### config.mk
export PLATFORM = sky130hd
export DESIGN_NAME = bsg_fsb_node_client_adapter
export DESIGN_NICKNAME = d
export VERILOG_FILES = /design/src/rtl/bsg_fsb_node_client_adapter.sv
export SDC_FILE = /design/constraint.sdc
export NUM_CORES = 1
export LEC_CHECK = 0
export ABC_CLOCK_PERIOD_IN_PS = 13100
export BUFFER_PORTS_ARGS = -buffer_cell sky130_fd_sc_hd__buf_2
export CORE_AREA = 3 3 194 158
export CTS_BUF_LIST = sky130_fd_sc_hd__clkbuf_8
export DETAILED_ROUTE_END_ITERATION = 16
export DIE_AREA = 0 0 197 161
export GPL_ROUTABILITY_DRIVEN = 1
export PLACE_DENSITY = 0.76
export SYNTH_ARGS = -nofsm -noshare
export SYNTH_HDL_FRONTEND = slang
export SYNTH_SLANG_ARGS = --single-unit
### constraint.sdc
create_clock -name clk_i -period 13.1 [get_ports clk_i]
set_input_delay 3.93 -clock clk_i [delete_from_list [all_inputs] [get_ports clk_i]]
set_output_delay 3.93 -clock clk_i [all_outputs]
set_load 0.1 [all_outputs]
### src/rtl/bsg_fsb_node_client_adapter.sv
// FSB ring <-> test node client adapter: destid filter, two small FIFOs,
// saturating debug counters.

// Circular FIFO with occupancy count; no enqueue->dequeue bypass.
module bsg_fsb_node_client_adapter_fifo #(
    parameter int unsigned width_p = 80,
    parameter int unsigned els_p   = 2
) (
    input  logic               clk,
    input  logic               rst_n,
    input  logic               enq,
    input  logic [width_p-1:0] wdata,
    input  logic               deq,
    output logic [width_p-1:0] rdata,
    output logic               full,
    output logic               empty
);
    localparam int unsigned ptr_w = (els_p > 1) ? $clog2(els_p) : 1;
    localparam int unsigned cnt_w = $clog2(els_p + 1);

    logic [width_p-1:0] mem [els_p];
    logic [ptr_w-1:0]   rd_ptr;
    logic [ptr_w-1:0]   wr_ptr;
    logic [cnt_w-1:0]   count;

    assign full  = (count == cnt_w'(els_p));
    assign empty = (count == '0);
    assign rdata = mem[rd_ptr];

    // Storage write; contents need no reset since count gates visibility.
    always_ff @(posedge clk) begin
        if (enq) begin
            mem[wr_ptr] <= wdata;
        end
    end

    // Pointer and occupancy bookkeeping, pointers wrap modulo els_p.
    always_ff @(posedge clk or negedge rst_n) begin
        if (!rst_n) begin
            rd_ptr <= '0;
            wr_ptr <= '0;
            count  <= '0;
        end else begin
            if (enq) begin
                wr_ptr <= (wr_ptr == ptr_w'(els_p - 1)) ? '0 : wr_ptr + ptr_w'(1);
            end
            if (deq) begin
                rd_ptr <= (rd_ptr == ptr_w'(els_p - 1)) ? '0 : rd_ptr + ptr_w'(1);
            end
            if (enq && !deq) begin
                count <= count + cnt_w'(1);
            end else if (!enq && deq) begin
                count <= count - cnt_w'(1);
            end
        end
    end
endmodule

module bsg_fsb_node_client_adapter #(
    parameter int unsigned ring_width_p  = 80,
    parameter int unsigned id_p          = 0,
    parameter int unsigned fifo_els_p    = 2,
    parameter int unsigned count_width_p = 16
) (
    input  logic                     clk_i,
    input  logic                     reset_n_i,
    input  logic                     en_i,
    input  logic                     fsb_v_i,
    input  logic [ring_width_p-1:0]  fsb_data_i,
    output logic                     fsb_ready_o,
    output logic                     node_v_o,
    output logic [ring_width_p-1:0]  node_data_o,
    input  logic                     node_ready_i,
    input  logic                     node_v_i,
    input  logic [ring_width_p-1:0]  node_data_i,
    output logic                     node_yumi_o,
    output logic                     fsb_v_o,
    output logic [ring_width_p-1:0]  fsb_data_o,
    input  logic                     fsb_ready_i,
    output logic [count_width_p-1:0] rx_count_o,
    output logic [count_width_p-1:0] tx_count_o,
    output logic [count_width_p-1:0] drop_count_o
);
    localparam int unsigned id_w = 4;
    localparam logic [count_width_p-1:0] count_max = {count_width_p{1'b1}};

    logic in_full, in_empty, out_full, out_empty;
    logic drop, in_enq, in_deq, drop_inc, out_deq;

    // A packet is dropped when the node is disabled or it is addressed elsewhere;
    // such packets are always acceptable regardless of FIFO occupancy.
    assign drop        = !en_i || (fsb_data_i[ring_width_p-1 -: id_w] != id_w'(id_p));
    assign fsb_ready_o = !in_full || drop;
    assign in_enq      = fsb_v_i && fsb_ready_o && !drop;
    assign drop_inc    = fsb_v_i && fsb_ready_o && drop;

    assign node_v_o    = !in_empty;
    assign in_deq      = node_v_o && node_ready_i;

    assign node_yumi_o = node_v_i && en_i && !out_full;
    assign fsb_v_o     = !out_empty;
    assign out_deq     = fsb_v_o && fsb_ready_i;

    bsg_fsb_node_client_adapter_fifo #(
        .width_p (ring_width_p),
        .els_p   (fifo_els_p)
    ) in_fifo (
        .clk   (clk_i),
        .rst_n (reset_n_i),
        .enq   (in_enq),
        .wdata (fsb_data_i),
        .deq   (in_deq),
        .rdata (node_data_o),
        .full  (in_full),
        .empty (in_empty)
    );

    bsg_fsb_node_client_adapter_fifo #(
        .width_p (ring_width_p),
        .els_p   (fifo_els_p)
    ) out_fifo (
        .clk   (clk_i),
        .rst_n (reset_n_i),
        .enq   (node_yumi_o),
        .wdata (node_data_i),
        .deq   (out_deq),
        .rdata (fsb_data_o),
        .full  (out_full),
        .empty (out_empty)
    );

    // Saturating debug counters for delivered, transmitted and dropped packets.
    always_ff @(posedge clk_i or negedge reset_n_i) begin
        if (!reset_n_i) begin
            rx_count_o   <= '0;
            tx_count_o   <= '0;
            drop_count_o <= '0;
        end else begin
            if (in_deq && rx_count_o != count_max) begin
                rx_count_o <= rx_count_o + count_width_p'(1);
            end
            if (out_deq && tx_count_o != count_max) begin
                tx_count_o <= tx_count_o + count_width_p'(1);
            end
            if (drop_inc && drop_count_o != count_max) begin
                drop_count_o <= drop_count_o + count_width_p'(1);
            end
        end
    end
endmodule

==> flow_summary_export.csv <==
group,metric,value,unit
run_status,status,"finished clean",
critical_path,r2r_cells,4,
logic_synthesis,yosys-top-cells-area,"edfxtp_1 (67%), mux2_2 (13%), dfrtp_1 (9.8%)",
placed_design,dpl.hpwl,21600,microns
global_routing,antenna_found_initial,5,
global_routing,grtUsageTotal,19.7,%
timing,slew_headroom,24.3,%
placed_design,place_congestion,0.850,
pwr,peakVddDrop,315,uV
floorplanning,start_util,49.4,%
clock_tree,clock_latency,0.59,ns
clock_tree,cts_setup_buffers,0,
logic_synthesis,synth_cell_types,44,
floorplanning,core_area,29000,sq um
drt,vias,8400,
finish,num-nets-final,1365,
global_routing,grt_util_met3,5.44,%
critical_path,r2r_end,"out_fifo.mem[0][39]$_DFFE_PP_",
finish,final_cell_mix,"buf_2 (378), edfxtp_1 (320), mux2_2 (169)",
timing,finalSetupTns,0,ns
drt,drt-total-wl,31900,microns
global_routing,grt_max_degree,81,
finish,area_delta_synth_final,24.0,%
logic_synthesis,avgSynthCellArea,18.6,sq um
floorplanning,die_h,161,microns
finish,fin_area,17800,sq um
logic_synthesis,synth_area,14300,sq um
global_routing,grt_pass1_wl,48800,microns
clock_tree,htree_levels,2,
global_routing,met2_usage,32.9,%
critical_path,startpoint,"fsb_data_i[77]",
floorplanning,die_width,197,microns
timing,post-route-period-util,69.2,%
logic_synthesis,synthArstFlopShare,14.9,%
global_routing,grt-ovfl-total,0,
critical_path,critPathLaunchType,"input pin",
logic_synthesis,synth.largest_area_cell,"edfxtp_1",
global_routing,grt.met1_usage,24.9,%
clock_tree,cts_root_buf,"clkbuf_8",
logic_synthesis,synth_flop_cell,"edfxtp_1",
timing,hold_ws,0.500,ns
timing,rsz0062_at_grt,"false",
timing,hold_viol,0,
logic_synthesis,yosys.area.top_type_share,67.0,%
clock_tree,cts_buffers,57,
timing,skew,0.0248,ns
clock_tree,path_clk_slew,0.06,ns
floorplanning,io-pin-count,379,
critical_path,worst_path_max_delay_cell,"nor4_1",
clock_tree,cts_resized,0,
clock_tree,cts.sinks,376,
logic_synthesis,yosysWarningCount,0,
critical_path,path_class,"in2out",
finish,drive_gt1_share,51.7,%
timing,timing.fmax,110,MHz
critical_path,endpoint_kind,"primary output",
finish,layout_commonest_cell,"buf_2",
placed_design,placed_area,16700,sq um
clock_tree,clk_path_buf_depth,3,
critical_path,crit_top_cell,"buf_2",
drt,ant_nets,0,
run,maxCapViolCount,0,
clock_tree,cts_tree,"built",
hold_path,holdCritPathClass,"reg2reg",
logic_synthesis,synth_fp_nets,941,
critical_path,cp.required,9.17,ns
drt,first_iter_violations,431,
global_routing,busiest_layer,"met2",
pwr,p_leak,6.95,nW
critical_path,crit_end,"fsb_ready_o",
logic_synthesis,synth-edff-count,320,
logic_synthesis,syn_inst,769,
timing,tightest_slew,1.14,ns
timing,setup_viol,0,
logic_synthesis,ys_seq_area_share,76.8,%
pwr,powerDensity,253,nW/um^2
drt,drc,0,
critical_path,worstPathCellList,"buf_2 > nor4_1 > nand4b_1 > buf_2",
logic_synthesis,synth-seq-cells,376,
drt,drt_first_pass_iters,5,
timing,period_minus_slack,9.06,ns
floorplanning,die-area,31700,sq um
critical_path,cp_max_fo,4,
placed_design,io_buffers,378,
critical_path,slowest_delay,0.57,ns
critical_path,rrSetupSlack,10.45,ns
global_routing,grt_pass1_vias,8760,
floorplanning,rows,56,
drt,via_per_inst,5.19,
critical_path,r2r_start,"out_fifo.count[1]$_DFFE_PN0P_",
timing,finalMaxSlewViolations,0,
drt,avgRoutedWirePerCell,19.7,microns
clock_tree,cts_hold_buf,0,
critical_path,cp_data_arrival_time,5.13,ns
==> critical path: cells and delay by family <==
| family | cells | cell delay (ns) |
|---|---|---|
| simple gates | 2 | 0.73 |
| buf+inv | 2 | 0.46 |
==> cell usage after synthesis, types with 2 or more instances <==
cell	count
and3_1	6
dfrtp_1	56
and4_1	6
nor2_1	15
nand4_1	11
nand3_1	20
nor2b_1	2
buf_2	2
inv_1	7
or2_2	5
o21ai_0	4
and2_1	6
nor4bb_1	2
edfxtp_1	320
mux2_2	169
nand2_1	20
nand4b_1	2
o2111ai_1	3
clkbuf_1	19
a31oi_1	7
ha_1	5
a21boi_0	3
xor2_1	13
nor4_1	5
nor3_1	6
xnor2_1	25
a21oi_1	13
==> logic make-up after synthesis <==
group	Yosys count	synth area share [%]
xor gates and xnor gates	38	2.32
DFF	376	76.8
adders and majority gates	5	0.436
AOI/OAI and AO/OA	37	1.71
buffers and inverters	28	0.751
muxes	170	13.3
and+or+nand+nor	115	4.64
==> flip-flops by register name, indices dropped and copies added, names as in the netlist <==
register and count:
in_fifo.mem 160, drop_count_o 16, out_fifo.wr_ptr 1, out_fifo.rd_ptr 1, in_fifo.wr_ptr 1, out_fifo.mem 160, tx_count_o 16, in_fifo.count 2
rx_count_o 16, out_fifo.count 2, in_fifo.rd_ptr 1
==> through the flow <==
stage	instances	power [mW]	utilization [%]	worst slack, ns
2_1_floorplan	769	3.33	-	3.79
3_3_place_gp	1511	3.64	57.6	4.20
3_5_place_dp	1511	3.65	57.6	4.13
4_1_cts	1617	4.54	61.2	4.08
5_1_grt	1620	4.67	61.3	3.98
6_report	1620	4.50	61.3	4.04
==> power breakdown <==
group	switching, mW	total (mW)	internal (mW)
sequential	0.0927	1.52	1.42
clock	0.427	0.878	0.451
combinational	1.72	2.11	0.389
==> how the worst min path moves through the flow <==
stage                                        end  slack, ns                    startpoint  cells past startpoint
floorplan             in_fifo.wr_ptr$_DFFE_PN0P_       0.46    in_fifo.wr_ptr$_DFFE_PN0P_                      1
global placement    drop_count_o[15]$_DFFE_PN0P_       0.48  drop_count_o[15]$_DFFE_PN0P_                      1
detailed placement  drop_count_o[15]$_DFFE_PN0P_       0.49  drop_count_o[15]$_DFFE_PN0P_                      1
CTS                 drop_count_o[15]$_DFFE_PN0P_       0.50  drop_count_o[15]$_DFFE_PN0P_                      1
global route        drop_count_o[14]$_DFFE_PN0P_       0.54  drop_count_o[14]$_DFFE_PN0P_                      1
finish              drop_count_o[15]$_DFFE_PN0P_       0.50  drop_count_o[15]$_DFFE_PN0P_                      1
==> area by class of cell <==
class	instances	area, sq um
Antenna cell	3	7.51
Clock buffer	65	895
Clock inverter	41	165
Fill cell	2229	11200
Inverter	7	26.3
Multi-Input combinational cell	365	3240
Sequential cell	376	11000
Tap cell	377	472
Timing Repair Buffer	386	1950
==> per-layer routing <==
metal | up-vias | share of wire [%]
met4 | 4 | 2.5
met5 | - | 0.085
li1 | 3862 | -
met1 | 4173 | 40
met2 | 293 | 51
met3 | 68 | 7.3
Note: power is estimated with default switching activity, not from simulation.
